--- src/rtl/uncached_resp_buf_pkg.sv ---
// Shared types and constants for the uncached response buffer.
// Optional same-cycle bypass is selected with the UC_RESP_BYPASS_EN macro.
package uncached_resp_buf_pkg;

  localparam int UC_DEPTH      = 8;
  localparam int DATA_WIDTH    = 32;
  localparam int LSU_IDX_W     = 4;

  localparam logic [1:0] UC_SZ_B = 2'd0;
  localparam logic [1:0] UC_SZ_H = 2'd1;
  localparam logic [1:0] UC_SZ_W = 2'd2;

  typedef logic [LSU_IDX_W-1:0] lsu_idx_t;

  typedef struct packed {
    logic       is_load;
    lsu_idx_t   lsu_idx;
    logic [1:0] addr_lo;
    logic [1:0] size;
    logic       sign_ext;
  } uc_meta_t;

  typedef struct packed {
    lsu_idx_t              lsu_idx;
    logic [DATA_WIDTH-1:0] rddata;
    logic                  rddata_vld;
  } lsu_resp_t;

endpackage

--- src/rtl/uncached_resp_buf_load_align.sv ---
// Combinational load-data alignment and sign/zero extension; stores return zero.
// Shared by the registered writeback path and the same-cycle bypass path.
module uc_load_align
  import uncached_resp_buf_pkg::*;
(
  input  logic [DATA_WIDTH-1:0] rddata_i,
  input  uc_meta_t              meta_i,
  output logic [DATA_WIDTH-1:0] data_o
);

  logic [7:0]  byte_sel;
  logic [15:0] half_sel;

  always_comb begin
    byte_sel = rddata_i[{meta_i.addr_lo, 3'b000} +: 8];
    half_sel = rddata_i[{meta_i.addr_lo[1], 4'b0000} +: 16];
  end

  always_comb begin
    data_o = '0;
    if (meta_i.is_load) begin
      case (meta_i.size)
        UC_SZ_B: data_o = {{(DATA_WIDTH-8){meta_i.sign_ext & byte_sel[7]}}, byte_sel};
        UC_SZ_H: data_o = {{(DATA_WIDTH-16){meta_i.sign_ext & half_sel[15]}}, half_sel};
        default: data_o = rddata_i;
      endcase
    end
  end

endmodule

--- src/rtl/uncached_resp_buf.sv ---
// In-order completion buffer for uncached pass-queue responses with credit-based admission.
// Define UC_RESP_BYPASS_EN to let a response filling the head entry retire in the same cycle.
module uncached_resp_buf
  import uncached_resp_buf_pkg::*;
#(
  parameter int DEPTH = UC_DEPTH
) (
  input  logic                  clk,
  input  logic                  rst,
  input  logic                  req_push_i,
  input  uc_meta_t              req_meta_i,
  output logic                  credit_ok_o,
  input  lsu_resp_t             pass_resp_i,
  output logic                  wb_valid_o,
  input  logic                  wb_ready_i,
  output lsu_idx_t              wb_lsu_idx_o,
  output logic                  wb_is_load_o,
  output logic [DATA_WIDTH-1:0] wb_rddata_o,
  output logic                  err_order_o,
  output logic                  err_ovf_o
);

  localparam int SLOT_W = $clog2(DEPTH);
  localparam int PTR_W  = SLOT_W + 1;

  // Pointers carry one extra wrap bit so occ can distinguish full from empty.
  logic [PTR_W-1:0]      tail_q, tail_d;
  logic [PTR_W-1:0]      fill_q, fill_d;
  logic [PTR_W-1:0]      head_q, head_d;
  logic [DEPTH-1:0]      filled_q, filled_d;
  logic                  err_order_q, err_order_d;
  logic                  err_ovf_q, err_ovf_d;
  uc_meta_t              meta_q [DEPTH];
  logic [DATA_WIDTH-1:0] data_q [DEPTH];

  logic [SLOT_W-1:0]     tail_s, fill_s, head_s;
  logic [PTR_W-1:0]      occ;
  logic                  alloc, fill_pend, do_fill, byp_hit, retire;
  uc_meta_t              head_meta;
  logic [DATA_WIDTH-1:0] head_data;

  assign tail_s = tail_q[SLOT_W-1:0];
  assign fill_s = fill_q[SLOT_W-1:0];
  assign head_s = head_q[SLOT_W-1:0];
  assign occ    = tail_q - head_q;

  assign credit_ok_o = ~rst & (occ < PTR_W'(DEPTH));
  assign alloc       = req_push_i & credit_ok_o;
  assign fill_pend   = (fill_q != tail_q);
  assign do_fill     = pass_resp_i.rddata_vld & fill_pend;

`ifdef UC_RESP_BYPASS_EN
  assign byp_hit = do_fill & (fill_q == head_q);
`else
  assign byp_hit = 1'b0;
`endif

  assign head_meta  = meta_q[head_s];
  assign head_data  = byp_hit ? pass_resp_i.rddata : data_q[head_s];
  assign wb_valid_o = filled_q[head_s] | byp_hit;
  assign retire     = wb_valid_o & wb_ready_i;

  uc_load_align u_align (
    .rddata_i (head_data),
    .meta_i   (head_meta),
    .data_o   (wb_rddata_o)
  );

  assign wb_lsu_idx_o = head_meta.lsu_idx;
  assign wb_is_load_o = head_meta.is_load;
  assign err_order_o  = err_order_q;
  assign err_ovf_o    = err_ovf_q;

  always_comb begin
    tail_d      = tail_q;
    fill_d      = fill_q;
    head_d      = head_q;
    filled_d    = filled_q;
    err_order_d = err_order_q;
    err_ovf_d   = err_ovf_q;

    if (alloc) begin
      filled_d[tail_s] = 1'b0;
      tail_d           = tail_q + 1'b1;
    end
    if (req_push_i & ~credit_ok_o) begin
      err_ovf_d = 1'b1;
    end

    if (do_fill) begin
      filled_d[fill_s] = 1'b1;
      fill_d           = fill_q + 1'b1;
      if (pass_resp_i.lsu_idx != meta_q[fill_s].lsu_idx) begin
        err_order_d = 1'b1;
      end
    end
    if (pass_resp_i.rddata_vld & ~fill_pend) begin
      err_order_d = 1'b1;
    end

    // A bypassed fill is set and cleared here in the same cycle, leaving the slot free.
    if (retire) begin
      filled_d[head_s] = 1'b0;
      head_d           = head_q + 1'b1;
    end
  end

  always_ff @(posedge clk) begin
    if (rst) begin
      tail_q      <= '0;
      fill_q      <= '0;
      head_q      <= '0;
      filled_q    <= '0;
      err_order_q <= 1'b0;
      err_ovf_q   <= 1'b0;
    end else begin
      tail_q      <= tail_d;
      fill_q      <= fill_d;
      head_q      <= head_d;
      filled_q    <= filled_d;
      err_order_q <= err_order_d;
      err_ovf_q   <= err_ovf_d;
    end
  end

  always_ff @(posedge clk) begin
    if (rst) begin
      for (int i = 0; i < DEPTH; i++) begin
        meta_q[i] <= '0;
        data_q[i] <= '0;
      end
    end else begin
      if (alloc) begin
        meta_q[tail_s] <= req_meta_i;
      end
      if (do_fill) begin
        data_q[fill_s] <= pass_resp_i.rddata;
      end
    end
  end

endmodule

--- config.mk ---
export PLATFORM = sky130hd
export DESIGN_NAME = uncached_resp_buf
export DESIGN_NICKNAME = d
export VERILOG_FILES = /design/src/rtl/uncached_resp_buf_pkg.sv /design/src/rtl/uncached_resp_buf_load_align.sv /design/src/rtl/uncached_resp_buf.sv
export SDC_FILE = /design/constraint.sdc
export NUM_CORES = 1
export LEC_CHECK = 0
export BUFFER_PORTS_ARGS = -buffer_cell sky130_fd_sc_hd__buf_2
export CORE_MARGIN = 2
export CORE_UTILIZATION = 55
export CTS_BUF_LIST = sky130_fd_sc_hd__clkbuf_8 sky130_fd_sc_hd__clkbuf_16
export DETAILED_ROUTE_END_ITERATION = 7
export PLACE_DENSITY = 0.72
export SYNTH_ARGS = -nofsm -noshare
export SYNTH_HDL_FRONTEND = slang
export SYNTH_SLANG_ARGS = --single-unit
--- constraint.sdc ---
create_clock -name clk -period 2.73 [get_ports clk]
set_input_delay 0.273 -clock clk [delete_from_list [all_inputs] [get_ports clk]]
set_output_delay 0.273 -clock clk [all_outputs]
set_load 0.05 [all_outputs]
==> results.py, run 1 <==
metrics = {
    "synth": {
        "syn-num-nets": 1297,
        "syn_inst": 1241,
        "synth_ff_type": "edfxtp_1",
        "avgSynthCellArea_um2": 14.14,
        "synth_edf_count": 336,
        "yosysSeqAreaShare": 0.6068,
        "postSynth.asyncResetShare": 0,
        "yosys_register_bits": 364,
        "synth_area_mm2": 0.01755,
        "synth_cell_types": 48,
        "ys.warnings.count": 0,
    },
    "clocking": {
        "tritoncts": "yes",
        "insertion_delay_ps": 540,
        "cts_hold_buf": 0,
        "clockBufferDepth": 3,
        "cts_htree_levels": 2,
        "cts_sinks": 364,
        "clkSlewWorstSetupHoldPaths_ps": 60,
        "clockRootBuffer": "clkbuf_16",
        "cts_made_buffers": 39,
    },
    "sta": {
        "rsz0062_at_grt": "yes",
        "finalHoldViolations": 0,
        "relSlewSlack": 0.4766,
        "worstMarginPinSlew_ps": 785.1,
        "tns_ps": -19440,
        "slew_violations": 0,
        "hold_slack_ps": 76.37,
        "period_needed_ps": 3429,
        "setup_slack_ps": -698.8,
        "fmax_mhz": 291.6,
        "skew_ps": 33.75,
        "setup_viol": 32,
        "min_period_over_period": 1.256,
    },
    "floorplanning": {
        "die_height_um": 182.6,
        "rows": 65,
        "ioPinCount": 92,
        "start_util": 0.5577,
        "fp.coreArea_mm2": 0.03147,
        "die_x_um": 182.6,
        "die_area_mm2": 0.03336,
    },
    "final_layout": {
        "finalCoreUtilization": 0.6903,
        "postLayoutCellArea_mm2": 0.02173,
        "instances_no_fill": 1861,
        "layout_commonest_cell": "edfxtp_1",
        "drive_above_1_share": 0.3404,
        "nNetsFinal": 1483,
        "areaGrowthSynthToFinish_pct": 23.79,
        "final_cell_mix": "edfxtp_1 (336), and2_1 (181), and3_1 (162)",
    },
    "status": {
        "outcome": "finished, violations left",
        "violations": "negative setup slack",
    },
    "min_path": {
        "whs_path_depth": 3,
        "hp-class": "input pin to flip-flop",
    },
    "grt": {
        "grt_overflow": 0,
        "grt_pass1_wl_um": 71630,
        "grt_max_degree": 100,
        "antenna_found_initial": 3,
        "grt_pass1_vias": 11830,
        "track_usage": 0.2907,
    },
    "critical_path": {
        "path_class": "flip-flop to primary output",
        "crit_path_end_kind": "primary output",
        "crit_required_ps": 2460,
        "ff2ff_path_depth": 6,
        "arrival_ps": 3160,
        "startpoint_type": "flip-flop",
        "cp_max_fo": 5,
    },
    "placed_design": {
        "pre_cts_ws_ps": -119.0,
        "dp_hpwl_um": 27870,
        "place.gp.congestion": 0.8559,
        "placed_cell_area_mm2": 0.01958,
        "io_buffers": 91,
        "dp_cells": 1751,
    },
    "power_and_ir_drop": {
        "p_leak_nw": 8.645,
        "finalPower_mw": 13.79,
        "ir_drop_v": 0.0005219,
        "powerDensity_mw_per_mm2": 634.8,
    },
    "routing": {
        "postRouteAntennaNets": 0,
        "via_count": 11500,
        "wire_per_inst_um": 25.72,
        "viasPerCell": 6.177,
        "drc": 0,
        "drtIter0Drc": 1176,
        "drt_wl_total_um": 47860,
        "drt_first_pass_iters": 5,
    },
    "run": {
        "maxCapViolCount": 0,
    },
}
## repair_timing
| item | 4_1_cts | 5_1_grt |
|---|---|---|
| buffers inserted | 23 | 15 |
| setup endpoints to repair | 37 | 37 |
| pin swaps | 7 | 14 |
| resized for setup | 122 | 39 |
| gates cloned | 4 | 2 |
## critical path, stage by stage (launching register included)
cell and delay, ps:
dfxtp_4 410, mux4_2 560, mux2_4 330, or3b_4 430, o22ai_4 240, buf_6 150, nor2_4 40, buf_12 130
nor3_4 160, buf_6 180
## kinds of logic after synthesis
family | share of synthesized area
AOI/OAI and AO/OA | 0.03187
and+or+nand+nor | 0.1655
muxes | 0.1560
adders and majority gates | 0.003564
xor gates and xnor gates | 0.007485
DFF | 0.6068
buffers and inverters | 0.02873
## area by class of cell
class / instances / area, µm²
Tap cell: 402 / 503.0
Antenna cell: 2 / 5.005
Clock inverter: 31 / 166.4
Multi-Input combinational cell: 766 / 6972
Timing Repair Buffer: 246 / 2376
Fill cell: 2114 / 9747
Clock buffer: 40 / 1001
Inverter: 10 / 42.54
Sequential cell: 364 / 10660
## state kept, by name, summed over array words and instances (netlist names), named ones only
register     cells
data_q         256
meta_q          80
filled_q         8
fill_q           4
head_q           4
tail_q           4
err_order_o      1
err_ovf_o        1
## path summary, 6_finish.rpt
path	to	startpoint	slack, ps
hold reg to reg	err_order_o$_SDFFE_PP0P_	err_order_o$_SDFFE_PP0P_	440
setup / recovery	wb_rddata_o[28]	flip-flop	-700
hold / removal	tail_q[1]$_SDFFE_PP0N_	req_push_i	80
setup reg to reg	meta_q[0][1]$_SDFFCE_PN0P_	head_q[2]$_SDFFE_PP0P_	380
## report_power, final
group | switching [mW] | internal [mW] | total (mW)
Combinational | 1.42 | 1.04 | 2.46
Clock | 2.14 | 2.75 | 4.89
Sequential | 0.0948 | 6.35 | 6.45
## synth_stat cells (3+ instances only)
library cell    n  area share
edfxtp_1      336        0.57
and2_1        182       0.065
and3_1        162       0.058
mux4_2         77       0.099
clkbuf_1       71       0.015
mux2i_1        48       0.027
nand2_1        43      0.0092
nor2_1         32      0.0068
mux2_2         29       0.019
a21oi_1        28      0.0080
dfxtp_1        28       0.032
nor3_1         26      0.0074
nor2b_1        20      0.0071
buf_2          19      0.0054
o21ai_0        14      0.0040
or2_2          13      0.0046
nand3_1        10      0.0029
inv_1           9      0.0019
a211oi_1        8      0.0034
xor2_1          8      0.0040
mux4_1          7       0.010
xnor2_1         7      0.0035
nand2b_1        6      0.0021
a221o_1         5      0.0029
a221oi_1        5      0.0025
buf_4           5      0.0021
ha_1            5      0.0036
o22ai_1         5      0.0018
o311ai_0        5      0.0025
buf_6           4      0.0026
o211ai_1        3      0.0013
## layer usage
layer / vias up / track usage / wire (µm)
li1: 5080 / - / -
met1: 5831 / 0.3892 / 19030
met2: 483 / 0.4773 / 23830
met3: 100 / 0.05887 / 3676
met4: 2 / 0.1039 / 1320
met5: - / 0 / 13
(Power assumes the default switching activity.)
==> inputs of run 2 (changes only) <==
- CTS_BUF_LIST: sky130_fd_sc_hd__clkbuf_8 sky130_fd_sc_hd__clkbuf_16 -> sky130_fd_sc_hd__clkbuf_8
==> run 2 against run 1 <==
  * The flow still finishes with violations (negative setup slack)
  * Setup slack worse by 13 ps
  * Clock power down 9.8%
  * Total power decreased by 2.8%
  * Flip-flop and latch count is the same
  * Non-clock buffer count up 25
  * Cell count is 2.9% higher
  * Critical path depth unchanged
  * Fmax is 0.37% lower
  * Hold slack lost 44 ps
==> results.py, run 2 (synthesis results as in run 1) <==
metrics = {
    "placed_design": {
        "dp_cells": 1751,
        "placed_cell_area_mm2": 0.01958,
        "io_buffers": 91,
        "place.gp.congestion": 0.8559,
        "dp_hpwl_um": 27870,
    },
    "final_layout": {
        "instances_no_fill": 1915,
        "drive_above_1_share": 0.3395,
        "final_cell_mix": "edfxtp_1 (336), and2_1 (181), and3_1 (162)",
        "top_register": "data_q",
        "nNetsFinal": 1526,
        "largest_register_ff_count": 256,
        "postLayoutCellArea_mm2": 0.02194,
        "areaGrowthSynthToFinish_pct": 24.99,
        "top_regs": "data_q x256, meta_q x80, filled_q x8",
        "layout_commonest_cell": "edfxtp_1",
    },
    "routing": {
        "drtIter0Drc": 1090,
        "drt_first_pass_iters": 7,
        "postRouteAntennaNets": 0,
        "wire_per_inst_um": 24.99,
        "drt_wl_total_um": 47850,
        "via_count": 11740,
        "viasPerCell": 6.132,
        "drc": 0,
    },
    "sta": {
        "slew_violations": 0,
        "worstMarginPinSlew_ps": 806.5,
        "skew_ps": 26.34,
        "tns_ps": -21020,
        "fmax_mhz": 290.6,
        "finalHoldViolations": 0,
        "setup_viol": 33,
        "period_needed_ps": 3442,
        "hold_slack_ps": 32.75,
        "rsz0062_at_grt": "yes",
        "relSlewSlack": 0.4623,
        "min_period_over_period": 1.261,
        "setup_slack_ps": -711.6,
    },
    "clocking": {
        "cts_htree_levels": 2,
        "insertion_delay_ps": 620,
        "cts_sinks": 364,
        "tritoncts": "yes",
        "clockBufferDepth": 3,
        "clkSlewWorstSetupHoldPaths_ps": 60,
        "cts_made_buffers": 58,
        "clockRootBuffer": "clkbuf_8",
    },
    "power_and_ir_drop": {
        "p_leak_nw": 8.699,
        "finalPower_mw": 13.40,
        "powerDensity_mw_per_mm2": 610.9,
        "ir_drop_v": 0.0004256,
    },
    "floorplanning": {
        "rows": 65,
        "fp.coreArea_mm2": 0.03147,
        "die_height_um": 182.6,
        "ioPinCount": 92,
        "start_util": 0.5577,
        "die_x_um": 182.6,
        "die_area_mm2": 0.03336,
    },
    "min_path": {
        "hp-start": "req_meta_i[8]",
        "hp-class": "input pin to flip-flop",
        "whs_path_depth": 2,
        "holdPathEnd": "meta_q[6][8]$_SDFFCE_PN0P_",
    },
    "critical_path": {
        "crit_path_end_kind": "primary output",
        "path_cells": "mux4_2, mux2_4, or3b_4, o22ai_4, buf_6, nor2_4, buf_12, nor3_4, buf_6",
        "cpMostUsedCell": "buf_6",
        "reg2reg_from": "head_q[2]$_SDFFE_PP0P_",
        "startpoint_type": "flip-flop",
        "path_class": "flip-flop to primary output",
        "cp_slowest_cell": "mux4_2",
        "arrival_ps": 3170,
        "cp_max_fo": 8,
        "cp_top_family": "multiplexers",
        "ff2ff_path_depth": 6,
        "worst-path-buf-inv": 3,
        "rr_endpoint": "meta_q[2][0]$_SDFFCE_PN0P_",
        "ff2ff_setup_slack_ps": 350,
        "crit_required_ps": 2460,
        "slowest_delay_ps": 530,
    },
    "grt": {
        "antenna_found_initial": 3,
        "grt_overflow": 0,
        "grt_pass1_vias": 11920,
        "grt_pass1_wl_um": 70840,
        "grt_max_degree": 100,
        "track_usage": 0.2861,
    },
    "status": {
        "violations": "negative setup slack",
        "outcome": "finished, violations left",
    },
    "run": {
        "maxCapViolCount": 0,
    },
}
-- run 2: cell count changes in the layout (fill, tap and decap cells not counted), moves of 3 or more --
cell and delta:
inv_1 -4, a21oi_2 -3, a21oi_4 +3, buf_6 -12
buf_4 +6, clkbuf_16 -38, buf_2 -3, clkinv_1 +11
clkbuf_8 +61, dlygate4sd3_1 +28
-- run 2: layer usage --
layer,up-vias,global-route usage,share of wire
met5,-,0,0
met4,0,0.1090,0.030
met3,120,0.05248,0.079
met2,554,0.4656,0.49
met1,5904,0.3876,0.40
li1,5164,-,-
-- run 2: final cells by class --
| type | count | area (µm²) |
|---|---|---|
| Inverter | 10 | 50.05 |
| Antenna cell | 2 | 5.005 |
| Timing Repair Buffer | 271 | 2671 |
| Clock inverter | 40 | 237.7 |
| Clock buffer | 61 | 839.6 |
| Multi-Input combinational cell | 765 | 6969 |
| Sequential cell | 364 | 10660 |
| Tap cell | 402 | 503.0 |
| Fill cell | 2099 | 9537 |
-- run 2: worst reg2reg max path: cells and delay by family, from the launching register on --
family | cells | cell delay [ps]
AO/OA/AOI/OAI | 1 | 220
XOR/XNOR | 1 | 160
adder cells (fa/ha/maj) | 1 | 340
buffers and inverters | 1 | 150
flip-flops | 1 | 460
AND/OR/NAND/NOR | 2 | 720
-- run 2: how the worst max path moves through the flow --
| stage | slack [ps] | depth (start not counted) | to |
|---|---|---|---|
| 4_1_cts | -710 | 9 | wb_rddata_o[27] |
| 5_1_grt | -790 | 9 | wb_rddata_o[28] |
| 3_3_place_gp | -80 | 10 | wb_rddata_o[3] |
| 3_5_place_dp | -120 | 8 | wb_rddata_o[10] |
| 2_1_floorplan | -150 | 7 | wb_rddata_o[10] |
| 6_report | -710 | 9 | wb_rddata_o[26] |
-- run 2: repair_timing --
item | 4_1_cts | 5_1_grt
buffers inserted | 15 | 16
resized for setup | 113 | 40
hold endpoints to repair | 72 | 0
cloned | 2 | 4
setup endpoints to repair | 38 | 38
pin swaps | 4 | 8
hold buffers | 28 | 0
-- run 2: through the flow --
stage	util	worst slack [ps]
detailed placement	0.6222	-119.0
global placement	0.6222	-79.71
CTS	0.6844	-708.5
floorplan	-	-148.9
global route	0.6970	-792.9
finish	0.6970	-711.6
-- run 2: power breakdown --
group | internal, mW | switching [mW] | leakage [nW] | total (mW)
logic | 1.10 | 1.45 | 4.41 | 2.55
clock network | 2.25 | 2.15 | 0.581 | 4.41
registers | 6.35 | 0.0935 | 3.71 | 6.45
total | 9.71 | 3.70 | 8.70 | 13.4
==> inputs of run 3 (changes only) <==
- CELL_PAD_IN_SITES_DETAIL_PLACEMENT: default -> 2
- CELL_PAD_IN_SITES_GLOBAL_PLACEMENT: default -> 2
- CORE_UTILIZATION: 55 -> 46
- PLACE_DENSITY: 0.72 -> 0.81
==> run 3 against run 2 <==
  * The run ends with negative hold slack, negative setup slack left
  * Clock skew increased by 32 ps
  * Sequential power grew 1%
  * Hold slack worse by 42 ps
  * Non-clock buffer count fell by 33
  * Count of clock-buffer cells in the layout up 13
  * Combinational power is 11% higher
==> results.py, run 3 (synthesis results as in run 1) <==
metrics = {
    "final_layout": {
        "area.sequential_mm2": 0.01066,
        "num-fill-cells": 3254,
        "postLayoutCellArea_mm2": 0.02188,
        "nNetsFinal": 1501,
        "layout_commonest_cell": "edfxtp_1",
        "finalCoreUtilization": 0.5823,
        "final_cell_mix": "edfxtp_1 (336), and2_1 (181), and3_1 (162)",
        "multi_input_area_mm2": 0.006947,
        "areaGrowthSynthToFinish_pct": 24.67,
        "drive_above_1_share": 0.3537,
        "top_register": "data_q",
        "largest_register_ff_count": 256,
        "top_regs": "data_q x256, meta_q x80, filled_q x8",
    },
    "power_and_ir_drop": {
        "p_sw_frac": 0.3249,
        "finalPower_mw": 14.99,
        "combPwrFrac": 0.188,
        "p_clk_frac": 0.376,
        "ir_drop_v": 0.0004129,
        "p_leak_nw": 8.654,
        "p_switching_mw": 4.869,
        "p_seq_frac": 0.436,
        "intPower_mw": 10.12,
        "powerDensity_mw_per_mm2": 684.9,
    },
    "placed_design": {
        "dp_hpwl_um": 39770,
        "io_buffers": 91,
        "place.gp.congestion": 0.7752,
        "placed_cell_area_mm2": 0.01971,
        "pre_cts_ws_ps": -442.0,
    },
    "grt": {
        "grt_max_degree": 100,
        "track_usage": 0.4042,
        "antenna_found_initial": 6,
        "grt_pass1_wl_um": 111600,
        "grt_overflow": 0,
        "grt_pass1_vias": 14420,
    },
    "floorplanning": {
        "rows": 71,
        "start_util": 0.4671,
        "die_x_um": 199.3,
        "ioPinCount": 92,
        "die_height_um": 199.3,
        "die_area_mm2": 0.03973,
        "fp.coreArea_mm2": 0.03758,
    },
    "critical_path": {
        "startpoint_type": "flip-flop",
        "cp_max_fo": 10,
        "ff2ff_path_depth": 8,
        "rr_endpoint": "data_q[7][19]$_SDFFCE_PN0P_",
        "cp_slowest_cell": "mux4_2",
        "setup.worst_path.end": "wb_rddata_o[1]",
        "path_class": "flip-flop to primary output",
        "cp_top_family": "multiplexers",
        "slowest_delay_ps": 570,
        "critical_path_cell_count": 10,
        "crit_path_end_kind": "primary output",
        "worst-path-buf-inv": 4,
        "reg2reg_from": "tail_q[1]$_SDFFE_PP0N_",
        "arrival_ps": 3520,
        "path_cells": "buf_4, mux4_2, mux2i_4, buf_12, bufbuf_16, nor3_1, a21oi_1, mux2i_2, a211oi_4, buf_6",
        "ff2ff_setup_slack_ps": 20,
        "crit_required_ps": 2460,
    },
    "sta": {
        "worstMarginPinSlew_ps": 828.8,
        "relSlewSlack": 0.4455,
        "skew_ps": 58.19,
        "slew_violations": 0,
        "setup_viol": 37,
        "hold_slack_ps": -8.869,
        "fmax_mhz": 263.8,
        "setup_slack_ps": -1061,
        "min_period_over_period": 1.389,
        "finalHoldViolations": 3,
        "rsz0062_at_grt": "yes",
        "period_needed_ps": 3791,
    },
    "routing": {
        "via_count": 13720,
        "drt_first_pass_iters": 5,
        "drt_wl_total_um": 83290,
        "postRouteAntennaNets": 0,
        "wire_per_inst_um": 41.48,
        "drc": 0,
        "viasPerCell": 6.834,
        "drtIter0Drc": 1811,
    },
    "clocking": {
        "cts_htree_levels": 3,
        "clkSlewWorstSetupHoldPaths_ps": 70,
        "cts_sinks": 364,
        "tritoncts": "yes",
        "cts_made_buffers": 66,
        "clockBufferDepth": 3,
        "clockRootBuffer": "clkbuf_8",
        "insertion_delay_ps": 670,
    },
    "min_path": {
        "hp-start": "pass_resp_i[2]",
        "hp-class": "input pin to flip-flop",
    },
    "status": {
        "outcome": "finished, violations left",
        "violations": "negative hold slack, negative setup slack",
    },
    "run": {
        "maxCapViolCount": 0,
    },
}
==> run 3: changes by cell type in the layout (fill, tap and decap cells not counted), sizes merged, moves of 2 or more <==
cell / change
dlygate4sd3: -27
inv: +10
buf: -3
clkinv: -8
clkbuf: +9
diode: +2
==> run 3: metrics by stage <==
step,hold WS [ps],instances,setup TNS (ps)
after detailed placement,465.4,1858,-10240
after global routing,11.29,2007,-30450
final,-8.869,2008,-29420
after global placement,433.0,1858,-2638
after CTS,4.391,1996,-26170
after floorplan,413.7,1241,-2510
==> run 3: repair_timing <==
item,CTS,global route
setup buffers,18,10
pin swaps,5,6
gates resized for setup,111,54
setup endpoints to repair,98,58
gates cloned,3,0
hold buffers,1,0
endpoints found under the hold margin,3,0
==> run 3: power groups by stage <==
stage | logic [mW] | clock network (mW) | registers (mW)
finish | 2.82 | 5.63 | 6.53
global route | 2.85 | 5.78 | 6.54
CTS | 2.58 | 5.27 | 6.50
detailed placement | 2.20 | 0 | 6.61
global placement | 2.08 | 0 | 6.56
floorplan | 1.27 | 0 | 6.53
==> run 3: final cells by class <==
| class | instances | area share |
|---|---|---|
| timing repair buffer | 238 | 0.1062 |
| tap | 511 | 0.02922 |
| inverter | 10 | 0.001944 |
| antenna | 4 | 0.0004574 |
| sequential | 364 | 0.4872 |
| clock buffer | 74 | 0.04654 |
| multi-input combinational | 765 | 0.3175 |
| clock inverter | 42 | 0.01092 |
==> run 3: routing by layer <==
metal | up-vias | wire, µm | global-route usage
met5 | - | 0 | 0
met4 | 0 | 5376 | 0.2214
met3 | 321 | 7593 | 0.09570
met2 | 1091 | 40390 | 0.6669
met1 | 7184 | 29930 | 0.4924
li1 | 5127 | - | -
==> run 3: worst min-delay path by stage <==
stage,endpoint,slack [ps],depth (start not counted)
finish,data_q[7][1]$_SDFFCE_PN0P_,-9,2
global route,data_q[6][1]$_SDFFCE_PN0P_,10,2
floorplan,err_ovf_o$_SDFFE_PP0P_,410,2
global placement,err_order_o$_SDFFE_PP0P_,430,2
detailed placement,err_order_o$_SDFFE_PP0P_,470,2
CTS,data_q[1][1]$_SDFFCE_PN0P_,4,2
